<file path="src/rtl/debug_pkg.sv">
// Shared command/response byte values and the controller state encoding
// used by the UART debug controller and its bench.
package debug_pkg;

  localparam logic [7:0] CMD_LOAD = 8'h4C;
  localparam logic [7:0] CMD_RUN  = 8'h52;
  localparam logic [7:0] CMD_STEP = 8'h53;
  localparam logic [7:0] CMD_DUMP = 8'h44;
  localparam logic [7:0] CMD_HALT = 8'h48;

  localparam logic [7:0] RSP_ACK        = 8'h4B;
  localparam logic [7:0] RSP_ERR        = 8'h3F;
  localparam logic [7:0] RSP_TRAIL_HALT = 8'hFF;
  localparam logic [7:0] RSP_TRAIL_RUN  = 8'h00;

  typedef enum logic [3:0] {
    IDLE,
    LOAD_CNT,
    LOAD_DATA,
    LOAD_ACK,
    RUN,
    STEP,
    STEP_WAIT,
    DUMP_ADDR,
    DUMP_CAP,
    DUMP_TX,
    DUMP_TRAIL,
    ERR_TX
  } state_t;

endpackage

</file>
<file path="src/rtl/word_serializer.sv">
// Splits one DATA_WIDTH word into BYTE_WIDTH bytes, LSB first, over a
// valid/ready handshake; pulses done the cycle after the last byte is taken.
module word_serializer #(
  parameter int DATA_WIDTH = 32,
  parameter int BYTE_WIDTH = 8
) (
  input  logic                  clk,
  input  logic                  rst,
  input  logic                  load,
  input  logic [DATA_WIDTH-1:0] word,
  input  logic                  ready,
  output logic [BYTE_WIDTH-1:0] data,
  output logic                  valid,
  output logic                  done
);

  localparam int BYTES = DATA_WIDTH / BYTE_WIDTH;
  localparam int CW    = $clog2(BYTES) + 1;

  logic [DATA_WIDTH-1:0] shift;
  logic [CW-1:0]         left;

  assign data = shift[BYTE_WIDTH-1:0];

  // NOTE: state registers use non-blocking assignments so every flop samples
  // pre-edge values regardless of statement order.
  always_ff @(posedge clk) begin
    if (rst) begin
      shift <= '0;
      left  <= '0;
      valid <= 1'b0;
      done  <= 1'b0;
    end else begin
      done <= 1'b0;
      if (load) begin
        shift <= word;
        left  <= CW'(BYTES);
        valid <= 1'b1;
      end else if (valid && ready) begin
        shift <= shift >> BYTE_WIDTH;
        left  <= left - CW'(1);
        if (left == CW'(1)) begin
          valid <= 1'b0;
          done  <= 1'b1;
        end
      end
    end
  end

endmodule

</file>
<file path="src/rtl/debug_controller.sv">
// UART debug controller: parses host commands, loads instruction memory,
// runs/steps the core and streams PC, registers and data memory back.
module debug_controller
  import debug_pkg::*;
#(
  parameter int DATA_WIDTH = 32,
  parameter int BYTE_WIDTH = 8,
  parameter int NB_REGS    = 32,
  parameter int MEM_WORDS  = 32,
  parameter int ADDR_WIDTH = 32
) (
  input  logic                  i_clock,
  input  logic                  i_reset,
  input  logic [BYTE_WIDTH-1:0] i_rx_byte,
  input  logic                  i_rx_valid,
  output logic [BYTE_WIDTH-1:0] o_tx_byte,
  output logic                  o_tx_valid,
  input  logic                  i_tx_ready,
  input  logic                  i_finish,
  input  logic [DATA_WIDTH-1:0] i_pc,
  output logic [4:0]            o_reg_addr,
  input  logic [DATA_WIDTH-1:0] i_reg_data,
  output logic [ADDR_WIDTH-1:0] o_mem_addr,
  input  logic [DATA_WIDTH-1:0] i_mem_data,
  output logic [DATA_WIDTH-1:0] o_instruccion,
  output logic [ADDR_WIDTH-1:0] o_address,
  output logic                  o_loading,
  output logic                  o_start,
  output logic                  o_step,
  output logic                  o_reg_send,
  output logic                  o_mem_send
);

  localparam int BYTES = DATA_WIDTH / BYTE_WIDTH;
  localparam int BCW   = $clog2(BYTES) + 1;
  localparam int WORDS = 1 + NB_REGS + MEM_WORDS;
  localparam int ICW   = $clog2(WORDS) + 1;

  state_t                state;
  logic [8:0]            word_total;
  logic [8:0]            word_idx;
  logic [BCW-1:0]        byte_idx;
  logic [DATA_WIDTH-1:0] assembly;
  logic [DATA_WIDTH-1:0] assembled;
  logic [DATA_WIDTH-1:0] pc_q;
  logic [ICW-1:0]        dump_idx;
  logic [ICW-1:0]        idx_next;
  logic [BYTE_WIDTH-1:0] single_byte;
  logic                  single_valid;
  logic [BYTE_WIDTH-1:0] ser_byte;
  logic                  ser_valid;
  logic                  ser_done;
  logic                  ser_load;
  logic [DATA_WIDTH-1:0] ser_word;
  logic                  rx_load, rx_run, rx_step, rx_dump, rx_halt;
  logic                  go_dump;
  logic                  next_reg_send, next_mem_send;
  logic [4:0]            next_reg_addr;
  logic [ADDR_WIDTH-1:0] next_mem_addr;

  assign rx_load = i_rx_byte == BYTE_WIDTH'(CMD_LOAD);
  assign rx_run  = i_rx_byte == BYTE_WIDTH'(CMD_RUN);
  assign rx_step = i_rx_byte == BYTE_WIDTH'(CMD_STEP);
  assign rx_dump = i_rx_byte == BYTE_WIDTH'(CMD_DUMP);
  assign rx_halt = i_rx_valid && (i_rx_byte == BYTE_WIDTH'(CMD_HALT));

  // Dump word 0 is the captured PC, then registers, then data memory.
  always_comb begin
    idx_next      = dump_idx + ICW'(1);
    next_reg_send = idx_next <= ICW'(NB_REGS);
    next_mem_send = (idx_next > ICW'(NB_REGS)) && (idx_next < ICW'(WORDS));
    next_reg_addr = next_reg_send ? 5'(idx_next - ICW'(1)) : 5'd0;
    next_mem_addr = next_mem_send ? ADDR_WIDTH'(idx_next - ICW'(NB_REGS + 1)) : '0;
    assembled     = (assembly >> BYTE_WIDTH)
                  | (DATA_WIDTH'(i_rx_byte) << (DATA_WIDTH - BYTE_WIDTH));
    ser_load      = state == DUMP_CAP;
    ser_word      = (dump_idx == '0) ? pc_q : (o_reg_send ? i_reg_data : i_mem_data);
    go_dump       = ((state == IDLE) && i_rx_valid && rx_dump)
                  || ((state == RUN) && (i_finish || rx_halt))
                  || ((state == STEP) && !o_step)
                  || (state == STEP_WAIT);
  end

  word_serializer #(
    .DATA_WIDTH(DATA_WIDTH),
    .BYTE_WIDTH(BYTE_WIDTH)
  ) u_serializer (
    .clk  (i_clock),
    .rst  (i_reset),
    .load (ser_load),
    .word (ser_word),
    .ready(i_tx_ready),
    .data (ser_byte),
    .valid(ser_valid),
    .done (ser_done)
  );

  assign o_tx_valid = ser_valid | single_valid;
  assign o_tx_byte  = ser_valid ? ser_byte : single_byte;

  always_ff @(posedge i_clock) begin
    if (i_reset) begin
      state         <= IDLE;
      word_total    <= '0;
      word_idx      <= '0;
      byte_idx      <= '0;
      assembly      <= '0;
      pc_q          <= '0;
      dump_idx      <= '0;
      single_byte   <= '0;
      single_valid  <= 1'b0;
      o_reg_addr    <= '0;
      o_mem_addr    <= '0;
      o_instruccion <= '0;
      o_address     <= '0;
      o_loading     <= 1'b0;
      o_start       <= 1'b0;
      o_step        <= 1'b0;
      o_reg_send    <= 1'b0;
      o_mem_send    <= 1'b0;
    end else begin
      o_loading <= 1'b0;
      o_step    <= 1'b0;
      unique case (state)
        IDLE: if (i_rx_valid) begin
          if (rx_load) state <= LOAD_CNT;
          else if (rx_run) begin
            state   <= RUN;
            o_start <= 1'b1;
          end else if (rx_step) begin
            state  <= STEP;
            o_step <= !i_finish;
          end else if (!rx_dump) begin
            state        <= ERR_TX;
            single_byte  <= BYTE_WIDTH'(RSP_ERR);
            single_valid <= 1'b1;
          end
        end
        LOAD_CNT: if (i_rx_valid) begin
          word_total <= (i_rx_byte == '0) ? 9'd256 : 9'(i_rx_byte);
          word_idx   <= '0;
          byte_idx   <= '0;
          state      <= LOAD_DATA;
        end
        LOAD_DATA: if (i_rx_valid) begin
          assembly <= assembled;
          if (byte_idx == BCW'(BYTES - 1)) begin
            byte_idx      <= '0;
            o_instruccion <= assembled;
            o_address     <= ADDR_WIDTH'(word_idx) << 2;
            o_loading     <= 1'b1;
            word_idx      <= word_idx + 9'd1;
            if (word_idx + 9'd1 == word_total) begin
              state        <= LOAD_ACK;
              single_byte  <= BYTE_WIDTH'(RSP_ACK);
              single_valid <= 1'b1;
            end
          end else begin
            byte_idx <= byte_idx + BCW'(1);
          end
        end
        LOAD_ACK, ERR_TX, DUMP_TRAIL: if (i_tx_ready) begin
          single_valid <= 1'b0;
          state        <= IDLE;
        end
        RUN:       if (i_finish || rx_halt) o_start <= 1'b0;
        STEP:      if (o_step) state <= STEP_WAIT;
        STEP_WAIT: state <= STEP_WAIT;
        DUMP_ADDR: state <= DUMP_CAP;
        DUMP_CAP:  state <= DUMP_TX;
        DUMP_TX: if (ser_done) begin
          if (idx_next == ICW'(WORDS)) begin
            state        <= DUMP_TRAIL;
            single_byte  <= BYTE_WIDTH'(i_finish ? RSP_TRAIL_HALT : RSP_TRAIL_RUN);
            single_valid <= 1'b1;
            o_reg_send   <= 1'b0;
            o_mem_send   <= 1'b0;
          end else begin
            state      <= DUMP_ADDR;
            dump_idx   <= idx_next;
            o_reg_send <= next_reg_send;
            o_mem_send <= next_mem_send;
            o_reg_addr <= next_reg_addr;
            o_mem_addr <= next_mem_addr;
          end
        end
        default: state <= IDLE;
      endcase
      // Every path into the dump shares this entry: PC captured, index cleared.
      if (go_dump) begin
        state      <= DUMP_ADDR;
        pc_q       <= i_pc;
        dump_idx   <= '0;
        o_reg_send <= 1'b0;
        o_mem_send <= 1'b0;
        o_reg_addr <= '0;
        o_mem_addr <= '0;
      end
    end
  end

endmodule

</file>
<file path="config.mk">
export PLATFORM = sky130hd
export DESIGN_NAME = debug_controller
export DESIGN_NICKNAME = d
export VERILOG_FILES = /design/src/rtl/debug_pkg.sv /design/src/rtl/word_serializer.sv /design/src/rtl/debug_controller.sv
export SDC_FILE = /design/constraint.sdc
export NUM_CORES = 1
export LEC_CHECK = 0
export ABC_CLOCK_PERIOD_IN_PS = 2300
export CAP_MARGIN = 20
export CELL_PAD_IN_SITES_DETAIL_PLACEMENT = 0
export CELL_PAD_IN_SITES_GLOBAL_PLACEMENT = 1
export CORE_ASPECT_RATIO = 1.75
export CORE_UTILIZATION = 33
export DETAILED_ROUTE_END_ITERATION = 8
export PLACE_DENSITY = 0.79
export SLEW_MARGIN = 20
export SYNTH_ARGS = -nofsm -noshare
export SYNTH_HDL_FRONTEND = slang
export SYNTH_SLANG_ARGS = --single-unit
</file>
<file path="constraint.sdc">
create_clock -name i_clock -period 2.3 [get_ports i_clock]
set_input_delay 0.345 -clock i_clock [delete_from_list [all_inputs] [get_ports i_clock]]
set_output_delay 0.345 -clock i_clock [all_outputs]
set_load 0.01 [all_outputs]
</file>
==> impl_metrics.tcl, run 1 <==
set metrics [dict create \
    place_congestion 0.894 \
    worstMarginPinSlew_ps 552 \
    finish.instance_area_mm2 0.0127 \
    via_count_of_the_first_global_routing_pass 8315 \
    timing.critical_path.depth 4 \
    grt_busiest_layer "met2" \
    power.sequential.fraction 0.403 \
    worst-path-buf-inv 2 \
    timing.hold.worst.class "primary input to register" \
    floorplan.rows 80 \
    fillerInstances 2785 \
    crit_chain "buf_4 > nand2_1 > nand2_1 > clkdlybuf4s50_1" \
    pwr_dens_mw_per_mm2 775 \
    clk_pin_slew_ps 70 \
    post_drt_wl_per_cell_um 15.0 \
    synth.largest_area_cell "dfxtp_1" \
    post-route-drc-count 0 \
    drtIter0Drc 487 \
    post_route_cells_drive_above_1_share 0.122 \
    finalCoreUtilization 0.462 \
    yosys.area_share.xor_xnor 0.0236 \
    cellInternalPower_mw 6.66 \
    power_leakage_nw 4.55 \
    mean_area_per_synthesized_cell_um2 7.90 \
    via_per_inst 4.97 \
    critical-path-top-delay-family "buffers and inverters" \
    die_h_um 224 \
    io_buffer_count 200 \
    postSynthCellCount 1175 \
    floorplan.io_pins 224 \
    synth_largest_type_area_fraction 0.412 \
    dp_hpwl_um 19800 \
    count_of_endpoints_failing_hold_in_the_final_timing_report 0 \
    combinational_family_with_the_most_area_after_synthesis "simple AND/OR/NAND/NOR gates" \
    critPathRequiredTime_ps 1960 \
    placement.setup.worst_slack_ps -322 \
    fp.dieArea_mm2 0.0288 \
    grt_antenna_before_repair 0 \
    syn2layout_area_growth_pct 36.6 \
    post_dp_cell_area_mm2 0.0120 \
    critPathKind "register to primary output" \
    count_of_state_elements_after_synthesis 191 \
    clock_power_share 0.318 \
    final.setup.tns_ps 0 \
    worst_slew_margin_rel 0.631 \
    status "finished clean" \
    startpoint_types "register" \
    synth_commonest_cells "nand2_1, dfxtp_1, nor2_1" \
    layoutNonFillerInstCount 1759 \
    postRouteAntennaNets 0 \
    worst-endpoint-arrival_ps 1860 \
    grt_start_max_net_pins 99 \
    clk_latency_ps 450 \
    async_reset_ff_frac 0 \
    dominantRegCellSynth "dfxtp_1" \
    power.ir.vdd_worst_mv 0.543 \
    netSwitchingFraction 0.322 \
    cp-end-kind "primary output" \
    routed_wirelength_um 26500 \
    synth.lib_cells_used.distinct 65 \
    holdBufCountCts 0 \
    complex_gate_fraction_of_the_synthesized_area 0.160 \
    tritoncts "yes" \
    synthesis.area_mm2 0.00928 \
    num_vias 8748 \
    fraction_of_the_mapped_netlist_area_in_adder_cells 0.0108 \
    finalSetupViolations 0 \
    finalCriticalPeriod_ps 2210 \
    all_layer_global_routing_usage 0.188 \
    path_common_cell "nand2_1" \
    globalRoute.totalOverflow 0 \
    clock.fmax_ghz 0.453 \
    critPathMaxFanout 14 \
    finalNetCount 1494 \
    final.setup_skew_ps 9.50 \
    maxCapViolations 0 \
    die_width_um 129 \
    timing_max_transition_violations_final 0 \
    combinational_group_share_of_total_power 0.280 \
    yosys_warnings 0 \
    placed_cells 1727 \
    synthMostInstantiatedCell "nand2_1" \
    antenna_cells 0 \
    cts.sinks 191 \
    post-cts-setup-buffers 0 \
    grt_use_met3 0.0339 \
    grt_use_met1 0.192 \
    setup_slack_ps 94.7 \
    htreeDepth 4 \
    groute.layer.met2.usage 0.361 \
    cts_max_path_buffers 2 \
    synth.area.mux_share 0.0736 \
    cts_buffers 17 \
    net-switching-power_mw 3.17 \
    worstHoldPathCells 2 \
    starting_utilization_of_the_core_area 0.339 \
    first_pass_iters 4 \
    synth_enable_flop_cells 0 \
    synthTopCellsByArea "dfxtp_1, nand2_1, a21oi_1" \
    cts_root_buffer_type "clkbuf_16" \
    layout_worst_path_cycle_share 0.959 \
    cpMaxStageDelayCell "clkdlybuf4s50_1" \
    worst_r2r_path_depth 8 \
    seq_area_frac_synth 0.412 \
    critical-path-max-stage-delay_ps 570 \
    grt_first_pass_wirelength_um 41900 \
    coreArea_mm2 0.0274 \
    synth_simple_gate_area_share 0.236 \
]
==> power groups by stage <==
stage | registers, mW | clock network, mW | logic, mW
detailed placement | 4.02 | 0 | 2.71
floorplan | 3.91 | 0 | 1.69
global route | 4.01 | 3.34 | 3.03
finish | 3.96 | 3.12 | 2.75
global placement | 4.01 | 0 | 2.68
CTS | 3.95 | 3.21 | 2.73
==> cell type report <==
| class | instances | area (um2) | share of cell area |
|---|---|---|---|
| clock buffer | 17 | 425 | 0.0336 |
| clock inverter | 15 | 196 | 0.0155 |
| tap | 369 | 462 | 0.0364 |
| multi-input combinational | 854 | 4850 | 0.383 |
| inverter | 12 | 45.0 | 0.00355 |
| timing repair buffer | 301 | 2870 | 0.226 |
| sequential | 191 | 3830 | 0.302 |
==> cells by family (layout without fill, tap and decap cells) <==
kind of cell | count (synthesis) | in the layout
buffers and inverters | 152 | 345
AOI/OAI and AO/OA | 237 | 237
DFF | 191 | 191
xor gates and xnor gates | 25 | 25
muxes | 68 | 68
and+or+nand+nor | 493 | 493
adders and majority gates | 8 | 8
other | 1 | 23
==> sequential cells by signal (all words and copies together) (netlist names), 3 cells and up <==
| register | cells |
|---|---|
| u_serializer.left | 3 |
| o_mem_addr | 9 |
| o_address | 9 |
| word_total | 9 |
| word_idx | 9 |
| single_byte | 4 |
| assembly | 24 |
| byte_idx | 3 |
| u_serializer.shift | 32 |
| state | 4 |
| o_reg_addr | 5 |
| pc_q | 32 |
| o_instruccion | 32 |
| dump_idx | 8 |
==> worst paths after layout <==
check	start	to	slack, ps
hold reg to reg	o_address[7]	o_address[7]	450
hold / removal	i_reset	state[2]	190
setup reg to reg	word_idx[0]	state[2]	120
setup / recovery	u_serializer.valid	o_tx_byte[4]	90
==> worst register-to-register path: cells and delay by family, from the launching register on <==
family	cells	cell delay, ps
DFF	1	320
adders and majority gates	1	210
xor gates and xnor gates	1	230
AOI/OAI and AO/OA	2	310
and+or+nand+nor	4	990
==> per-layer routing <==
metal / part of all wire / wire, um
met5: 0 / 0
met4: 0.030 / 800
met3: 0.036 / 947
met2: 0.56 / 14800
met1: 0.38 / 9930
==> placed cells by master (no fill, tap or decap), types with 4 or more instances in the layout <==
cell               n
buf_4             93
and4_1             4
mux2i_1           66
nand2_1          216
buf_12             9
inv_1             12
conb_1            23
nor2_1           139
a32o_1             7
nand2_2            4
ha_1               5
and3_1             9
xnor2_1           14
nand4b_1           5
clkbuf_16         17
clkdlybuf4s50_1  199
nand2b_1           6
a211oi_1           8
and2_1             4
nor3_1            22
nand3_1           40
o21ai_0           19
or3_1              5
dfxtp_1          188
a31oi_1           11
xor2_1            11
inv_8              4
nor2b_1            5
a22oi_1            5
nor4_1             4
a311oi_1          25
a21oi_1          132
==> stage by stage <==
stage	power [mW]	hold slack (ps)
6_report	9.83	194
5_1_grt	10.4	200
4_1_cts	9.90	181
3_5_place_dp	6.73	446
3_3_place_gp	6.70	440
2_1_floorplan	5.60	422
==> timing repair <==
action	in CTS	in global routing
pin swaps	0	3
resized for setup	7	13
setup endpoints to repair	13	68
Note: power is estimated with default switching activity, not from simulation.
==> inputs of run 2 (changes only) <==
Settings changed: PLACE_DENSITY 0.79 to unset, PLACE_DENSITY_LB_ADDON set to 0.12.
==> run 2 against run 1 <==
  * Sequential power is essentially flat
  * Cell area fell by 0.52%
  * Flip-flop and latch count did not move
  * Sequential share of layout area increased by 0.18 points
  * Register-to-register slack hardly changed
  * Routed wire length up 5.1%
  * Critical path depth did not move
  * Hold slack improved by 120 ps
  * Power shrank 0.92%
  * Critical endpoint is now o_tx_byte[3]
==> impl_metrics.tcl, run 2 (synthesis gave the netlist of run 1 again) <==
set metrics [dict create \
    tritoncts "yes" \
    clock.fmax_ghz 0.454 \
    setup_slack_ps 97.6 \
    post_drt_wl_per_cell_um 15.8 \
    finalNetCount 1496 \
    finish.instance_area_mm2 0.0126 \
    mostFrequentLayoutCell "nand2_1" \
    path_common_cell "nand2_1" \
    maxCapViolations 0 \
    grt_start_max_net_pins 86 \
    combinational_group_share_of_total_power 0.283 \
    cpMaxStageDelayCell "clkdlybuf4s50_1" \
    clock_power_share 0.312 \
    cp-end-kind "primary output" \
    layoutNonFillerInstCount 1761 \
    cts_buffers 17 \
    endpoint "o_tx_byte[3]" \
    post_dp_cell_area_mm2 0.0119 \
    power.sequential.fraction 0.405 \
    startpoint_types "register" \
    netSwitchingFraction 0.326 \
    placed_cells 1726 \
    largest_registers "o_instruccion (32), pc_q (32), u_serializer.shift (32)" \
    crit_chain "buf_4 > nand2_1 > nand2_1 > clkdlybuf4s50_1" \
    final.setup_skew_ps 7.47 \
    post_route_cells_drive_above_1_share 0.120 \
    finalSetupViolations 0 \
    cts_root_buffer_type "clkbuf_16" \
    rr_endpoint "pc_q[24]" \
    num_vias 8646 \
    first_pass_iters 5 \
    drtIter0Drc 349 \
    flop_to_flop_setup_slack_ps 120 \
    grt_first_pass_wirelength_um 43700 \
    pwr_dens_mw_per_mm2 772 \
    antenna_cells 0 \
    floorplan.io_pins 224 \
    finalCriticalPeriod_ps 2200 \
    timing.critical_path.depth 4 \
    coreArea_mm2 0.0274 \
    timing.hold.worst.class "primary input to register" \
    r2r_start "state[0]" \
    place_congestion 0.838 \
    critical-path-max-stage-delay_ps 590 \
    cts.sinks 191 \
    die_h_um 224 \
    critPathMaxFanout 12 \
    mostFrequentLayoutCells "nand2_1, clkdlybuf4s50_1, dfxtp_1" \
    worst-endpoint-arrival_ps 1860 \
    htreeDepth 4 \
    die_width_um 129 \
    io_buffer_count 200 \
    via_per_inst 4.91 \
    cellInternalPower_mw 6.57 \
    routed_wirelength_um 27800 \
    power_leakage_nw 4.54 \
    globalRoute.totalOverflow 0 \
    status "finished clean" \
    net-switching-power_mw 3.17 \
    timing_max_transition_violations_final 0 \
    fp.dieArea_mm2 0.0288 \
    power.ir.vdd_worst_mv 0.585 \
    clk_latency_ps 460 \
    via_count_of_the_first_global_routing_pass 8370 \
    critPathRequiredTime_ps 1960 \
    grt_antenna_before_repair 0 \
    postRouteAntennaNets 0 \
    starting_utilization_of_the_core_area 0.339 \
    grt_setup_unrepaired "yes" \
    count_of_endpoints_failing_hold_in_the_final_timing_report 0 \
    post-route-drc-count 0 \
    floorplan.rows 80 \
    clk_pin_slew_ps 70 \
    all_layer_global_routing_usage 0.199 \
    layout_worst_path_cycle_share 0.958 \
    p_total_mw 9.74 \
    placement.setup.worst_slack_ps -356 \
    syn2layout_area_growth_pct 35.8 \
    dp_hpwl_um 20600 \
    cts_max_path_buffers 2 \
    worst_r2r_path_depth 8 \
    worstSetupStartpoint "u_serializer.valid" \
    worst-path-buf-inv 2 \
    critPathKind "register to primary output" \
    critical-path-top-delay-family "buffers and inverters" \
]
-- run 2: stage by stage --
stage	hold WS, ps	setup TNS [ps]	util
4_1_cts	298	0	0.458
3_5_place_dp	445	-13470	0.436
5_1_grt	316	-77.8	0.460
2_1_floorplan	422	0	-
6_report	312	0	0.460
3_3_place_gp	441	-11780	0.436
-- run 2: worst reg2reg max path, cell delays in order (launching register included) --
cell,delay (ps)
dfxtp_1,310
buf_4,180
nor4_2,430
nand4b_1,180
o21ai_0,170
or2_2,250
buf_4,270
mux2i_1,220
nor2_1,60
-- run 2: repair_timing --
| item | CTS | global route |
|---|---|---|
| resized for setup | 5 | 11 |
| cloned | 0 | 0 |
| hold buffers | 0 | 0 |
| buffers inserted | 0 | 3 |
| pin swaps | 1 | 1 |
| endpoints found under the setup margin | 7 | 41 |
-- run 2: metal layers --
layer,vias up,part of all wire,global-route usage,wire length (um)
met3,35,0.030,0.0373,826
met1,4061,0.37,0.198,10400
li1,4380,-,-,-
met4,0,0.022,0.0736,605
met5,-,0,0,0
met2,170,0.57,0.395,16000
-- run 2: worst min-delay path by stage --
| stage | from | endpoint | depth (start not counted) | slack (ps) |
|---|---|---|---|---|
| floorplan | i_finish | o_step | 1 | 420 |
| global placement | assembly[12] | o_instruccion[4] | 2 | 440 |
| global route | i_reset | pc_q[10] | 2 | 320 |
| CTS | i_reset | pc_q[13] | 2 | 300 |
| finish | i_reset | pc_q[13] | 2 | 310 |
| detailed placement | assembly[12] | o_instruccion[4] | 2 | 440 |
-- run 2: cell type report --
cell class              instances  area (um2)
clock buffers                  19         443
clock inverters                13         143
fillers                      2902       14800
inverters                      12        45.0
multi-input cells             854        4830
flip-flops and latches        191        3830
well taps                     369         462
repair buffers                303        2860
-- run 2: power by group through the flow --
stage	sequential [mW]	combinational [mW]	clock, mW
after floorplan	3.91	1.69	0
after global placement	4.01	2.73	0
after detailed placement	4.01	2.73	0
after CTS	3.94	2.76	3.14
after global routing	4.00	3.04	3.25
final	3.95	2.76	3.04
==> inputs of run 3 (changes only) <==
Settings changed: TNS_END_PERCENT set to 30.
==> results of run 3 <==
No change in the layout: final DEF, timing and power equal those of run 2.
